===== src/rtl/tmc_spi_slave.sv =====
// tmc_spi_slave: SPI responder for the 40-bit TMC register protocol.
//
// Frames are {wr, addr[6:0], data[31:0]}, MSB first, SPI mode 3. Each frame
// returns {status_in, rd_latch}, where rd_latch holds the data from the
// previous committed access (pipelined read). Writes land in a small
// register file that is also visible through a registered local read port.
//
// Build option: define TMC_SLV_LEN_CHECK_EN to discard frames whose bit
// count is not exactly 40 (frame_err pulses). When undefined, every CS rise
// commits the last 40 bits received and frame_err is tied low.
//
// Ports:
//   clk, rst           system clock, async active-high reset
//   SPI_CS, SPI_CLK    chip select (active-low) and SPI clock, async to clk
//   MOSI / MISO        serial data in / out, MSB first
//   MISO_OE            high while a frame is being shifted
//   status_in          status byte returned in bits 39:32, captured at CS fall
//   reg_rd_addr/data   local read port, one clk latency, 0 when out of range
//   wr_pulse           one-cycle strobe on a committed in-range write
//   wr_addr/wr_data    address/data of the last committed write
//   frame_done         one-cycle strobe on every committed frame
//   frame_err          one-cycle strobe on a discarded frame
module tmc_spi_slave #(
  parameter int unsigned REG_NUM = 16
) (
  input  logic        clk,
  input  logic        rst,
  input  logic        SPI_CS,
  input  logic        SPI_CLK,
  input  logic        MOSI,
  output logic        MISO,
  output logic        MISO_OE,
  input  logic [7:0]  status_in,
  input  logic [6:0]  reg_rd_addr,
  output logic [31:0] reg_rd_data,
  output logic        wr_pulse,
  output logic [6:0]  wr_addr,
  output logic [31:0] wr_data,
  output logic        frame_done,
  output logic        frame_err
);

  localparam int unsigned AW = (REG_NUM > 1) ? $clog2(REG_NUM) : 1;

  typedef enum logic [1:0] {StIdle, StShift, StCommit} state_e;

  // Synchronizers plus edge-detect stage
  logic       cs_s1, cs_s2, cs_d;
  logic       sclk_s1, sclk_s2, sclk_d;
  logic       mosi_s1, mosi_s2, mosi_d;
  logic [1:0] warm;
  logic       cs_arm;

  always_ff @(posedge clk or posedge rst) begin
    if (rst) begin
      cs_s1   <= 1'b1;
      cs_s2   <= 1'b1;
      cs_d    <= 1'b1;
      sclk_s1 <= 1'b1;
      sclk_s2 <= 1'b1;
      sclk_d  <= 1'b1;
      mosi_s1 <= 1'b0;
      mosi_s2 <= 1'b0;
      mosi_d  <= 1'b0;
      warm    <= 2'b00;
      cs_arm  <= 1'b0;
    end else begin
      cs_s1   <= SPI_CS;
      cs_s2   <= cs_s1;
      cs_d    <= cs_s2;
      sclk_s1 <= SPI_CLK;
      sclk_s2 <= sclk_s1;
      sclk_d  <= sclk_s2;
      mosi_s1 <= MOSI;
      mosi_s2 <= mosi_s1;
      mosi_d  <= mosi_s2;
      warm    <= {warm[0], 1'b1};
      // The synchronizer resets to "CS high", so only trust cs_s2 once real
      // pin samples have flushed the reset value; a CS held low across reset
      // then stays ignored until it is seen high.
      if (warm[1] && cs_s2) cs_arm <= 1'b1;
    end
  end

  logic cs_fall, cs_rise, sclk_rise;
  assign cs_fall   = cs_d & ~cs_s2;
  assign cs_rise   = ~cs_d & cs_s2;
  assign sclk_rise = ~sclk_d & sclk_s2;

  state_e      state;
  logic [39:0] tx_sr, rx_sr;
  logic [5:0]  bit_cnt;
  logic [31:0] rd_latch;
  logic [31:0] regs [REG_NUM];

  logic        rx_wr;
  logic [6:0]  rx_addr;
  logic [31:0] rx_data;
  logic        addr_ok;
  logic        frame_ok;

  assign rx_wr   = rx_sr[39];
  assign rx_addr = rx_sr[38:32];
  assign rx_data = rx_sr[31:0];
  assign addr_ok = ({25'd0, rx_addr} < REG_NUM);

`ifdef TMC_SLV_LEN_CHECK_EN
  assign frame_ok = (bit_cnt == 6'd40);
`else
  assign frame_ok = 1'b1;
  assign frame_err = 1'b0;
`endif

  always_ff @(posedge clk or posedge rst) begin
    if (rst) begin
      state      <= StIdle;
      tx_sr      <= '0;
      rx_sr      <= '0;
      bit_cnt    <= '0;
      rd_latch   <= '0;
      wr_pulse   <= 1'b0;
      wr_addr    <= '0;
      wr_data    <= '0;
      frame_done <= 1'b0;
`ifdef TMC_SLV_LEN_CHECK_EN
      frame_err  <= 1'b0;
`endif
      for (int unsigned i = 0; i < REG_NUM; i++) regs[i] <= '0;
    end else begin
      wr_pulse   <= 1'b0;
      frame_done <= 1'b0;
`ifdef TMC_SLV_LEN_CHECK_EN
      frame_err  <= 1'b0;
`endif
      unique case (state)
        StIdle: begin
          if (cs_fall && cs_arm) begin
            tx_sr   <= {status_in, rd_latch};
            bit_cnt <= '0;
            state   <= StShift;
          end
        end
        StShift: begin
          if (sclk_rise) begin
            rx_sr <= {rx_sr[38:0], mosi_d};
            tx_sr <= {tx_sr[38:0], 1'b0};
            if (bit_cnt != 6'd63) bit_cnt <= bit_cnt + 6'd1;
          end
          if (cs_rise) state <= StCommit;
        end
        StCommit: begin
          if (frame_ok) begin
            if (rx_wr && addr_ok) begin
              regs[rx_addr[AW-1:0]] <= rx_data;
              wr_pulse <= 1'b1;
              wr_addr  <= rx_addr;
              wr_data  <= rx_data;
            end
            // A write echoes its own data on the next frame, dropped or not
            if (rx_wr)        rd_latch <= rx_data;
            else if (addr_ok) rd_latch <= regs[rx_addr[AW-1:0]];
            else              rd_latch <= '0;
            frame_done <= 1'b1;
          end
`ifdef TMC_SLV_LEN_CHECK_EN
          else begin
            frame_err <= 1'b1;
          end
`endif
          state <= StIdle;
        end
        default: state <= StIdle;
      endcase
    end
  end

  always_ff @(posedge clk or posedge rst) begin
    if (rst) begin
      reg_rd_data <= '0;
    end else if ({25'd0, reg_rd_addr} < REG_NUM) begin
      reg_rd_data <= regs[reg_rd_addr[AW-1:0]];
    end else begin
      reg_rd_data <= '0;
    end
  end

  assign MISO    = (state == StShift) & tx_sr[39];
  assign MISO_OE = (state == StShift);

endmodule

===== config.mk =====
export PLATFORM = sky130hd
export DESIGN_NAME = tmc_spi_slave
export DESIGN_NICKNAME = d
export VERILOG_FILES = /design/src/rtl/tmc_spi_slave.sv
export SDC_FILE = /design/constraint.sdc
export NUM_CORES = 1
export LEC_CHECK = 0
export CAP_MARGIN = 20
export CORE_MARGIN = 8
export CORE_UTILIZATION = 55
export DETAILED_ROUTE_END_ITERATION = 16
export MAX_ROUTING_LAYER = met4
export PLACE_DENSITY_LB_ADDON = 0.2
export RECOVER_POWER = 50
export SYNTH_ARGS = -nofsm -noshare
export SYNTH_HDL_FRONTEND = slang
export SYNTH_SLANG_ARGS = --single-unit

===== constraint.sdc =====
create_clock -name clk -period 23 [get_ports clk]
set_input_delay 4.6 -clock clk [delete_from_list [all_inputs] [get_ports clk]]
set_output_delay 4.6 -clock clk [all_outputs]
set_load 0.01 [all_outputs]

==> summary.txt, run 1 <==
Min path
  – Hold WC Path Type: register to register
  – Hold_sp: warm[0]
  – Hold path endpoint: warm[1]
  – Worst hold stages: 0

Detailed routing
  – Vias: 21900
  – DRC Markers: 0
  – Starting DRT DRC Count: 2111
  – Routed WL: 95600 µm
  – DR WL/cell: 28.2 µm
  – Router iterations before antenna repair: 7
  – Vias per cell: 6.46
  – Post-route antenna net violation count: 0

STA
  – Pins over their slew limit: 820
  – Tmin final: 11180 ps
  – Slew margin rel.: -1.79
  – Fmax: 89.4 MHz
  – Post-route clock period utilization: 0.486
  – Setup-failing EPs final: 0
  – Setup TNS: 0 ps
  – Final Hold Fails: 0
  – Fin Clk Skew: 24.4 ps
  – RSZ-0062 raised after global routing: false
  – Worst-Margin Slew: 4190 ps

Global route
  – Pin count of the biggest net entering global routing: 192
  – Initial antenna violation count: 2
  – Vias in the first global route: 22900
  – Total congestion overflow: 0
  – First-pass GRT wire length: 145000 µm
  – Total track usage: 0.278

Worst setup path
  – FF-to-FF End: regs[430]
  – Worst EP required: 23490 ps
  – Crit-path cells: clkbuf_1 > nand3_1 > nor4_1 > clkbuf_1 > mux2_2
  – Slowest cell on crit path: nor4_1
  – Most Frequent Cell on Critical Path: clkbuf_1
  – Worst EP arrival: 11670 ps
  – Flop2flop setup slack: 11820 ps
  – Max stage delay on crit path: 3210 ps
  – Crit-path max FO: 50
  – Worst reg-to-reg path cell count: 5
  – R2R Path Start: rx_sr[39]
  – Critical Setup Path Class: register to register
  – CP Launch Type: register
  – Critical Path Sink Type: register

Power and ir drop
  – Worst IR Drop VDD: 0.0535 mV
  – Switch share: 0.238
  – Sequential group share of total power: 0.474
  – Power Dens Cells: 75.7 mW/mm²
  – Comb power frac: 0.061
  – Lkg Pwr: 17.5 nW
  – Internal power: 2.23 mW
  – Clk pwr share: 0.466
  – Switch Pwr: 0.699 mW

Logic synthesis
  – Post-synthesis cell count: 2504
  – Post-synth ARST share: 1.00
  – Cell Area, Synth: 0.0348 mm²
  – Ys Warns: 0
  – Net Count, Synth: 2524
  – Post-synth EDFFs: 0
  – Sequential area share after synthesis: 0.512
  – Post-synth top flop: dfrtp_1
  – FF+latch count, synth: 711
  – Post-Synthesis Mean Instance Area: 13.9 µm²
  – Library cells used by synthesis: 39

Run status
  – Failing checks: max-capacitance violations, max-slew violations
  – Status: finished with violations

Placed design
  – Buffers on Ports: 94
  – DP HPWL: 51500 µm
  – Routability congestion estimate from global placement: 0.805
  – Placed Cells: 3247

Clock tree
  – Reg clk slew, reported paths: 60 ps
  – PostCTS Resize Cnt: 0
  – Number of CTS-inserted buffers: 77
  – Root Buffer: clkbuf_16
  – H-tree depth: 3
  – Bufs on Longest Clock Path: 3
  – Hold buffer count at cts: 0
  – Clock Latency Late Sink: 630 ps
  – Clk sinks: 711
  – TritonCTS clock tree: yes
  – # Post-CTS Setup Buffers: 0

Floorplan
  – Chip height: 267 µm
  – Die Wd: 267 µm
  – Row count: 92
  – I/O pins: 96
  – Starting Density: 0.554
  – Die area: 0.0715 mm²
  – CORE AREA: 0.0627 mm²

Layout
  – Diodes inserted: 0
  – Commonest non-fill, non-tap cell in the layout: dfrtp_1
  – Synthesis-to-finish area growth: 11.3%
  – Most frequent cells in the layout: 702 x dfrtp_1, 495 x mux2_2, 281 x nand2_1
  – Layout Cells excl Fill: 3391
  – Layout cells sized above 1: 0.341
  – Nets: 2501

Flow run
  – Max Cap Violations: 28
## power by group through the flow
stage               sequential (mW)  combinational [mW]  clock (mW)
floorplan                      1.37               0.155           0
global placement               1.40               0.173           0
detailed placement             1.41               0.179           0
CTS                            1.39               0.179        1.39
global route                   1.40               0.200        1.44
finish                         1.39               0.177        1.36
## critical path: cells and delay by family (launching register included)
| kind | cells | cell delay, ps |
|---|---|---|
| mux | 1 | 460 |
| simple gates | 2 | 6140 |
| flops | 1 | 340 |
| buf+inv | 2 | 4080 |
## logic make-up (layout without fill, tap and decap cells)
kind of cell	count (synthesis)	after routing	share of synthesized area
AO/OA/AOI/OAI	172	172	0.0307
buffers and inverters	254	295	0.0322
flip-flops	711	711	0.512
multiplexers	974	974	0.373
other	2	2	0.000216
AND/OR/NAND/NOR	391	391	0.0523
## cell type report
type	instances	area, µm²
fill	4735	24000
sequential	711	17800
multi-input combinational	1539	15700
clock buffer	106	2200
timing repair buffer	147	1290
tap	846	1060
clock inverter	37	604
inverter	5	20.0
## layer usage
layer  global-route usage  wire, µm  vias up
met5                    -         0        -
met3               0.0508      6970      228
met4                0.103      3500        0
met1                0.367     39800    11600
met2                0.432     45400      876
li1                     -         -     9191
## how the worst max path moves through the flow
stage               slack (ps)      start   endpoint  cells after the start
floorplan                 8670        rst     cs_arm                      1
global placement         14790        rst  rx_sr[33]                      5
detailed placement       14690        rst  rx_sr[33]                      5
CTS                      15340   state[1]    MISO_OE                      4
global route             11500  rx_sr[39]  regs[430]                      5
finish                   11820  rx_sr[39]  regs[430]                      5
## cells in the mapped netlist, drive strengths merged (2+ instances only)
master  number  share of area
nand4b       2        0.00050
and2         5        0.00090
mux4       192           0.12
inv          4        0.00043
nand2b       6         0.0011
nor2         5        0.00054
mux2       551           0.18
nor4b        2        0.00086
conb         2        0.00022
dfrtp      705           0.51
a22oi       64          0.014
nand2      282          0.030
dfstp        6         0.0045
o22ai       32         0.0058
nand4       34         0.0061
mux2i      231          0.067
nor3         7         0.0030
clkbuf     145          0.016
nor2b        4        0.00072
o21ai       73          0.011
nand3       36         0.0053
buf        104          0.016
nor4         5         0.0021
## metrics by stage
| stage | setup slack (ps) | total power, mW | util | hold slack, ps | area (µm²) |
|---|---|---|---|---|---|
| after floorplan | 8670 | 1.52 | - | 331 | 34800 |
| final | 11820 | 2.93 | 0.617 | 348 | 38700 |
| after detailed placement | 14690 | 1.59 | 0.577 | 346 | 36200 |
| after CTS | 15340 | 2.95 | 0.622 | 348 | 39000 |
| after global routing | 11500 | 3.04 | 0.617 | 350 | 38700 |
| after global placement | 14790 | 1.58 | 0.577 | 336 | 36200 |
## registers in the layout (all words and copies together) (netlist names), 2 cells and up
register     cells
regs           512
wr_addr          7
rx_sr           40
wr_data         32
rd_latch        32
state            2
reg_rd_data     32
warm             2
tx_sr           40
Note: power is estimated with default switching activity, not from simulation.
==> run 2, diff against run 1 <==
==> constraint.sdc (replaced) <==
create_clock -name clk -period 11.34 [get_ports clk]
set_input_delay 2.268 -clock clk [delete_from_list [all_inputs] [get_ports clk]]
set_output_delay 2.268 -clock clk [all_outputs]
set_load 0.01 [all_outputs]
==> run 2 against run 1 <==
Net effect:
- the flow still finishes with violations (max-capacitance violations, max-slew violations)
- hold slack better by 5.3 ps
- final area is 0.56% lower
- die area stayed put
- largest cell class unchanged
- largest power group unchanged
- utilization is 0.35 points lower
- critical endpoint is now reg_rd_data[2]
- clock power is 80% higher
- cell count is 0.38% lower
==> summary.txt, run 2 (synthesis gave the netlist of run 1 again) <==
Worst setup path
  – Worst reg-to-reg path cell count: 5 (unchanged)
  – Worst EP arrival: 8100 ps (-3570 ps)
  – Crit path buffers/inverters: 2 (unchanged)
  – Critical Setup Path Class: input pin to register
  – Family with the most delay on the worst path: buffers and inverters
  – Worst EP required: 11790 ps (-11700 ps)
  – Slowest cell on crit path: clkbuf_1
  – CP Launch Type: input pin
  – Max stage delay on crit path: 3940 ps (+730 ps)
  – R2R Path Start: state[0]
  – Critical Path Sink Type: register
  – Flop2flop setup slack: 4120 ps (-7700 ps)
  – Crit-path cells: clkbuf_1 > buf_4 > mux4_2 > mux2i_1 > o22ai_1
  – FF-to-FF End: regs[205]
  – Crit-path max FO: 85 (+70%)

Placed design
  – Worst slack, placed: 6220 ps (-8460 ps)
  – Buffers on Ports: 94 (unchanged)
  – Placed Cells: 3243 (-0.12%)
  – Routability congestion estimate from global placement: 0.825 (+2.4%)
  – DP HPWL: 51700 µm (+0.41%)

Detailed routing
  – DR WL/cell: 28.4 µm (+0.51%)
  – Vias: 21900 (+0.11%)
  – Metal2 WL: 45500 µm (+0.19%)
  – Router iterations before antenna repair: 7 (unchanged)
  – Starting DRT DRC Count: 2123 (+0.57%)
  – Post-route antenna net violation count: 0 (unchanged)
  – DRC Markers: 0 (unchanged)
  – Max layer used: met4
  – Vias per cell: 6.49 (+0.50%)
  – Routed WL: 95800 µm (+0.13%)
  – Met3 wire len: 6350 µm (-8.9%)
  – WL met1: 40800 µm (+2.5%)

Layout
  – Reg area: 0.0178 mm² (unchanged)
  – Largest regs: regs (512), rx_sr (40), tx_sr (40)
  – Top reg by flops: regs
  – Diodes inserted: 0 (unchanged)
  – Fillcell total: 4707 (-0.59%)
  – Max reg flops: 512 (unchanged)
  – Area of the multi-input gates: 0.0158 mm² (+0.56%)
  – Synthesis-to-finish area growth: 10.7%
  – Layout cells sized above 1: 0.351 (+0.0100)
  – Nets: 2497 (-0.16%)
  – Layout Cells excl Fill: 3378 (-0.38%)
  – Commonest non-fill, non-tap cell in the layout: dfrtp_1
  – Most frequent cells in the layout: 702 x dfrtp_1, 495 x mux2_2, 281 x nand2_1

STA
  – Setup-failing EPs final: 0 (unchanged)
  – Fmax: 131 MHz
  – Setup TNS: 0 ps (unchanged)
  – RSZ-0062 raised after global routing: false
  – Fin Clk Skew: 19.9 ps (-4.42 ps)
  – Slew margin rel.: -2.83 (-1.04)
  – Tmin final: 7650 ps
  – Worst-Margin Slew: 5740 ps (+1550 ps)
  – PnR worst setup slack: 3690 ps (-8120 ps)
  – Post-route clock period utilization: 0.674
  – Pins over their slew limit: 675 (-18%)
  – Final Hold Fails: 0 (unchanged)

Clock tree
  – H-tree depth: 3 (unchanged)
  – Hold buffer count at cts: 0 (unchanged)
  – Reg clk slew, reported paths: 60 ps (about the same)
  – # Post-CTS Setup Buffers: 0 (unchanged)
  – TritonCTS clock tree: yes
  – Clock Latency Late Sink: 620 ps (about the same)
  – Number of CTS-inserted buffers: 76 (-1.3%)
  – Root Buffer: clkbuf_16
  – PostCTS Resize Cnt: 0 (unchanged)
  – Clk sinks: 711 (unchanged)
  – Bufs on Longest Clock Path: 3 (unchanged)

Global route
  – Total congestion overflow: 0 (unchanged)
  – First-pass GRT wire length: 147000 µm (+1.5%)
  – Total track usage: 0.280 (+0.00210)
  – Vias in the first global route: 23200 (+1.4%)
  – Pin count of the biggest net entering global routing: 191 (-0.52%)
  – Initial antenna violation count: 0 (-2)

Floorplan
  – Die Wd: 267 µm (unchanged)
  – Chip height: 267 µm (unchanged)
  – CORE AREA: 0.0627 mm² (unchanged)
  – Row count: 92 (unchanged)
  – I/O pins: 96 (unchanged)
  – Die area: 0.0715 mm² (unchanged)
  – Starting Density: 0.554 (unchanged)

Run status
  – Status: finished with violations
  – Failing checks: max-capacitance violations, max-slew violations

Power and ir drop
  – Power Dens Cells: 146 mW/mm² (+93%)
  – Worst IR Drop VDD: 0.101 mV (+89%)
  – Lkg Pwr: 17.6 nW (about the same)

Flow run
  – Max Cap Violations: 18 (-36%)

Min path
  – Hold WC Path Type: register to register
  – Hold_sp: mosi_s1
  – Worst hold stages: 0 (unchanged)
  – Hold path endpoint: mosi_s2
[run 2: cell types whose count changed in the layout (fill, tap and decap cells not counted), sizes merged]
cell           previous run  this run
clkinv                   14         8
buf                      30        39
dlygate4sd3              12        28
clkbuf                  132       136
clkdlybuf4s50            79        63
inv                       8         4
bufinv                   15         0
clkinvlp                  5         4
[run 2: how the worst max path moves through the flow]
stage / endpoint / cells after the start / slack [ps] / startpoint
detailed placement: rx_sr[33] / 4 / 6220 / rst
CTS: MISO / 4 / 6380 / state[1]
global route: rx_sr[33] / 4 / 3370 / rst
floorplan: cs_arm / 1 / -660 / rst
global placement: rx_sr[33] / 4 / 6280 / rst
finish: reg_rd_data[2] / 5 / 3690 / reg_rd_addr[2]
[run 2: routing by layer]
| layer | vias to the layer above | GRT usage |
|---|---|---|
| li1 | 9156 | - |
| met1 | 11700 | 0.380 |
| met2 | 871 | 0.431 |
| met3 | 218 | 0.0432 |
| met4 | 0 | 0.100 |
| met5 | - | - |
[run 2: cell type report]
type,instances,share of cell area
sequential,711,0.463
clock buffer,122,0.0621
multi-input combinational,1539,0.411
tap,846,0.0275
clock inverter,11,0.00163
inverter,5,0.000520
timing repair buffer,144,0.0348
[run 2: metrics by stage]
step | hold slack (ps) | instance area (µm²) | total power [mW] | util
2_1_floorplan | 331 | 34800 | 3.09 | -
3_3_place_gp | 338 | 36200 | 3.20 | 0.577
3_5_place_dp | 344 | 36200 | 3.22 | 0.578
4_1_cts | 356 | 38700 | 5.67 | 0.617
5_1_grt | 362 | 38500 | 5.83 | 0.613
6_report | 353 | 38500 | 5.63 | 0.613
[run 2: power breakdown]
group          switching, mW  internal (mW)  total (mW)
Sequential             0.142           2.67        2.81
Clock                   1.01           1.44        2.45
Combinational          0.212          0.148       0.360
Total                   1.37           4.26        5.63
==> run 3, diff against run 2 <==
==> constraint.sdc (replaced) <==
create_clock -name clk -period 7.1 [get_ports clk]
set_input_delay 1.42 -clock clk [delete_from_list [all_inputs] [get_ports clk]]
set_output_delay 1.42 -clock clk [all_outputs]
set_load 0.01 [all_outputs]
==> run 3 against run 2 <==
Net effect:
- critical path depth up 1
- global-route usage down 0.18 points
- cell count up 0.30%
- clock power up 69%
- the run still ends with max-capacitance violations, max-slew violations left
- critical path type is now register to register
- final area up 0.59%
- routed wire length down 0.23%
==> summary.txt, run 3 (synthesis gave the netlist of run 1 again) <==
Layout
  – Nets: 2506 (+0.36%)
  – Largest regs: regs (512), rx_sr (40), tx_sr (40)
  – Diodes inserted: 0 (unchanged)
  – Commonest non-fill, non-tap cell in the layout: dfrtp_1
  – Synthesis-to-finish area growth: 11.4%
  – Most frequent cells in the layout: 702 x dfrtp_1, 497 x mux2_2, 281 x nand2_1
  – Fin area: 0.0387 mm² (+0.59%)
  – Top reg by flops: regs
  – Layout cells sized above 1: 0.356 (+0.00491)
  – Max reg flops: 512 (unchanged)

Global route
  – Vias in the first global route: 23200 (+0.069%)
  – Total congestion overflow: 0 (unchanged)
  – Total track usage: 0.278 (-0.00175)
  – First-pass GRT wire length: 147000 µm (-0.23%)
  – Initial antenna violation count: 0 (unchanged)
  – Pin count of the biggest net entering global routing: 189 (-1.0%)

Worst setup path
  – FF-to-FF End: regs[222]
  – Critical Path Sink Type: register
  – Worst EP arrival: 6020 ps (-2080 ps)
  – Crit-path max FO: 49 (-42%)
  – Flop2flop setup slack: 1560 ps (-2560 ps)
  – Critical Setup Path Class: register to register
  – Worst Setup SP: rx_sr[39]
  – Worst reg-to-reg path cell count: 6 (+1)
  – CP Launch Type: register
  – Worst EP required: 7570 ps (-4220 ps)
  – CP Capture Point: regs[222]
  – R2R Path Start: rx_sr[39]

Detailed routing
  – Router iterations before antenna repair: 5 (-2)
  – Vias per cell: 6.53 (+0.57%)
  – Post-route antenna net violation count: 0 (unchanged)
  – DR WL/cell: 28.2 µm (-0.53%)
  – DRC Markers: 0 (unchanged)
  – Routed WL: 95500 µm (-0.23%)
  – Vias: 22100 (+0.87%)
  – Starting DRT DRC Count: 2055 (-3.2%)

Clock tree
  – H-tree depth: 3 (unchanged)
  – Number of CTS-inserted buffers: 77 (+1.3%)
  – Clock Latency Late Sink: 620 ps (about the same)
  – Root Buffer: clkbuf_16
  – TritonCTS clock tree: yes
  – # Post-CTS Setup Buffers: 0 (unchanged)
  – Reg clk slew, reported paths: 60 ps (about the same)
  – Clk sinks: 711 (unchanged)
  – Hold buffer count at cts: 0 (unchanged)
  – Bufs on Longest Clock Path: 3 (unchanged)
  – PostCTS Resize Cnt: 0 (unchanged)

STA
  – Slew margin rel.: -1.46 (+1.36)
  – RSZ-0062 raised after global routing: false
  – Fmax: 180 MHz
  – Setup TNS: 0 ps (unchanged)
  – Pins over their slew limit: 687 (+1.8%)
  – Post-route clock period utilization: 0.780
  – Tmin final: 5540 ps
  – Fin Clk Skew: 24.0 ps (+4.07 ps)
  – Final Hold Fails: 0 (unchanged)
  – Worst-Margin Slew: 3690 ps (-2050 ps)
  – Setup-failing EPs final: 0 (unchanged)

Floorplan
  – Row count: 92 (unchanged)
  – Die area: 0.0715 mm² (unchanged)
  – Chip height: 267 µm (unchanged)
  – Starting Density: 0.554 (unchanged)
  – I/O pins: 96 (unchanged)
  – Die Wd: 267 µm (unchanged)
  – CORE AREA: 0.0627 mm² (unchanged)

Placed design
  – DP HPWL: 52600 µm (+1.9%)
  – Routability congestion estimate from global placement: 0.829 (+0.45%)
  – Buffers on Ports: 94 (unchanged)
  – Post-Place Cell Area: 0.0363 mm² (+0.15%)

Flow run
  – Max Cap Violations: 18 (unchanged)

Min path
  – Hold WC Path Type: register to register

Run status
  – Failing checks: max-capacitance violations, max-slew violations
  – Status: finished with violations

Power and ir drop
  – Worst IR Drop VDD: 0.196 mV (+94%)
  – Lkg Pwr: 17.6 nW (+0.25%)
  – Power Dens Cells: 238 mW/mm² (+63%)
## run 3: cell count changes in the layout (fill, tap and decap cells not counted), moves of 5 or more
cell,change
clkdlybuf4s50_1,+24
dlygate4sd3_1,-24
bufinv_16,+8
mux2_1,-7
clkbuf_1,+6
clkbuf_8,-5
mux2_4,+5
## run 3: worst max-delay path, stage by stage, from the launching register on
cell and delay (ps):
dfrtp_2 340, clkbuf_1 2240, nand3_4 110, buf_4 510, nor3_1 330, clkbuf_1 1390, mux2_2 450
## run 3: power by group
group	total, mW	internal (mW)	switching (mW)
clock network	4.14	2.51	1.64
registers	4.51	4.27	0.240
logic	0.573	0.233	0.339
## run 3: layout make-up
class,count,area (µm²)
Inverter,5,20.0
Tap cell,846,1060
Sequential cell,711,17800
Multi-Input combinational cell,1539,15900
Fill cell,4740,24000
Timing Repair Buffer,152,1350
Clock inverter,22,325
Clock buffer,113,2270
## run 3: per-stage QoR
step                      utilization  worst slack [ps]  power (mW)  hold WS (ps)  cells
after global routing            0.617              1300        9.55           358   3388
after detailed placement        0.579              3100        5.15           336   3252
final                           0.617              1560        9.22           351   3388
after CTS                       0.620              2670        9.30           355   3387
after global placement          0.578              3180        5.12           336   3251
after floorplan                     -             -4050        4.93           331   2504
## run 3: how the worst min path moves through the flow
stage	start	end	slack, ps	cells past startpoint
after CTS	warm[0]	warm[1]	350	0
after global routing	warm[0]	warm[1]	360	0
after detailed placement	mosi_s1	mosi_s2	340	0
final	mosi_s1	mosi_s2	350	0
after global placement	warm[0]	warm[1]	340	0
after floorplan	mosi_s2	mosi_d	330	0
## run 3: per-layer routing
| layer | share of wire | vias to the layer above | track usage | wire length (µm) |
|---|---|---|---|---|
| li1 | - | 9188 | - | - |
| met4 | 0.031 | 0 | 0.0875 | 2930 |
| met5 | 0 | - | - | 0 |
| met2 | 0.47 | 870 | 0.424 | 45000 |
| met3 | 0.074 | 207 | 0.0587 | 7080 |
| met1 | 0.42 | 11800 | 0.376 | 40500 |
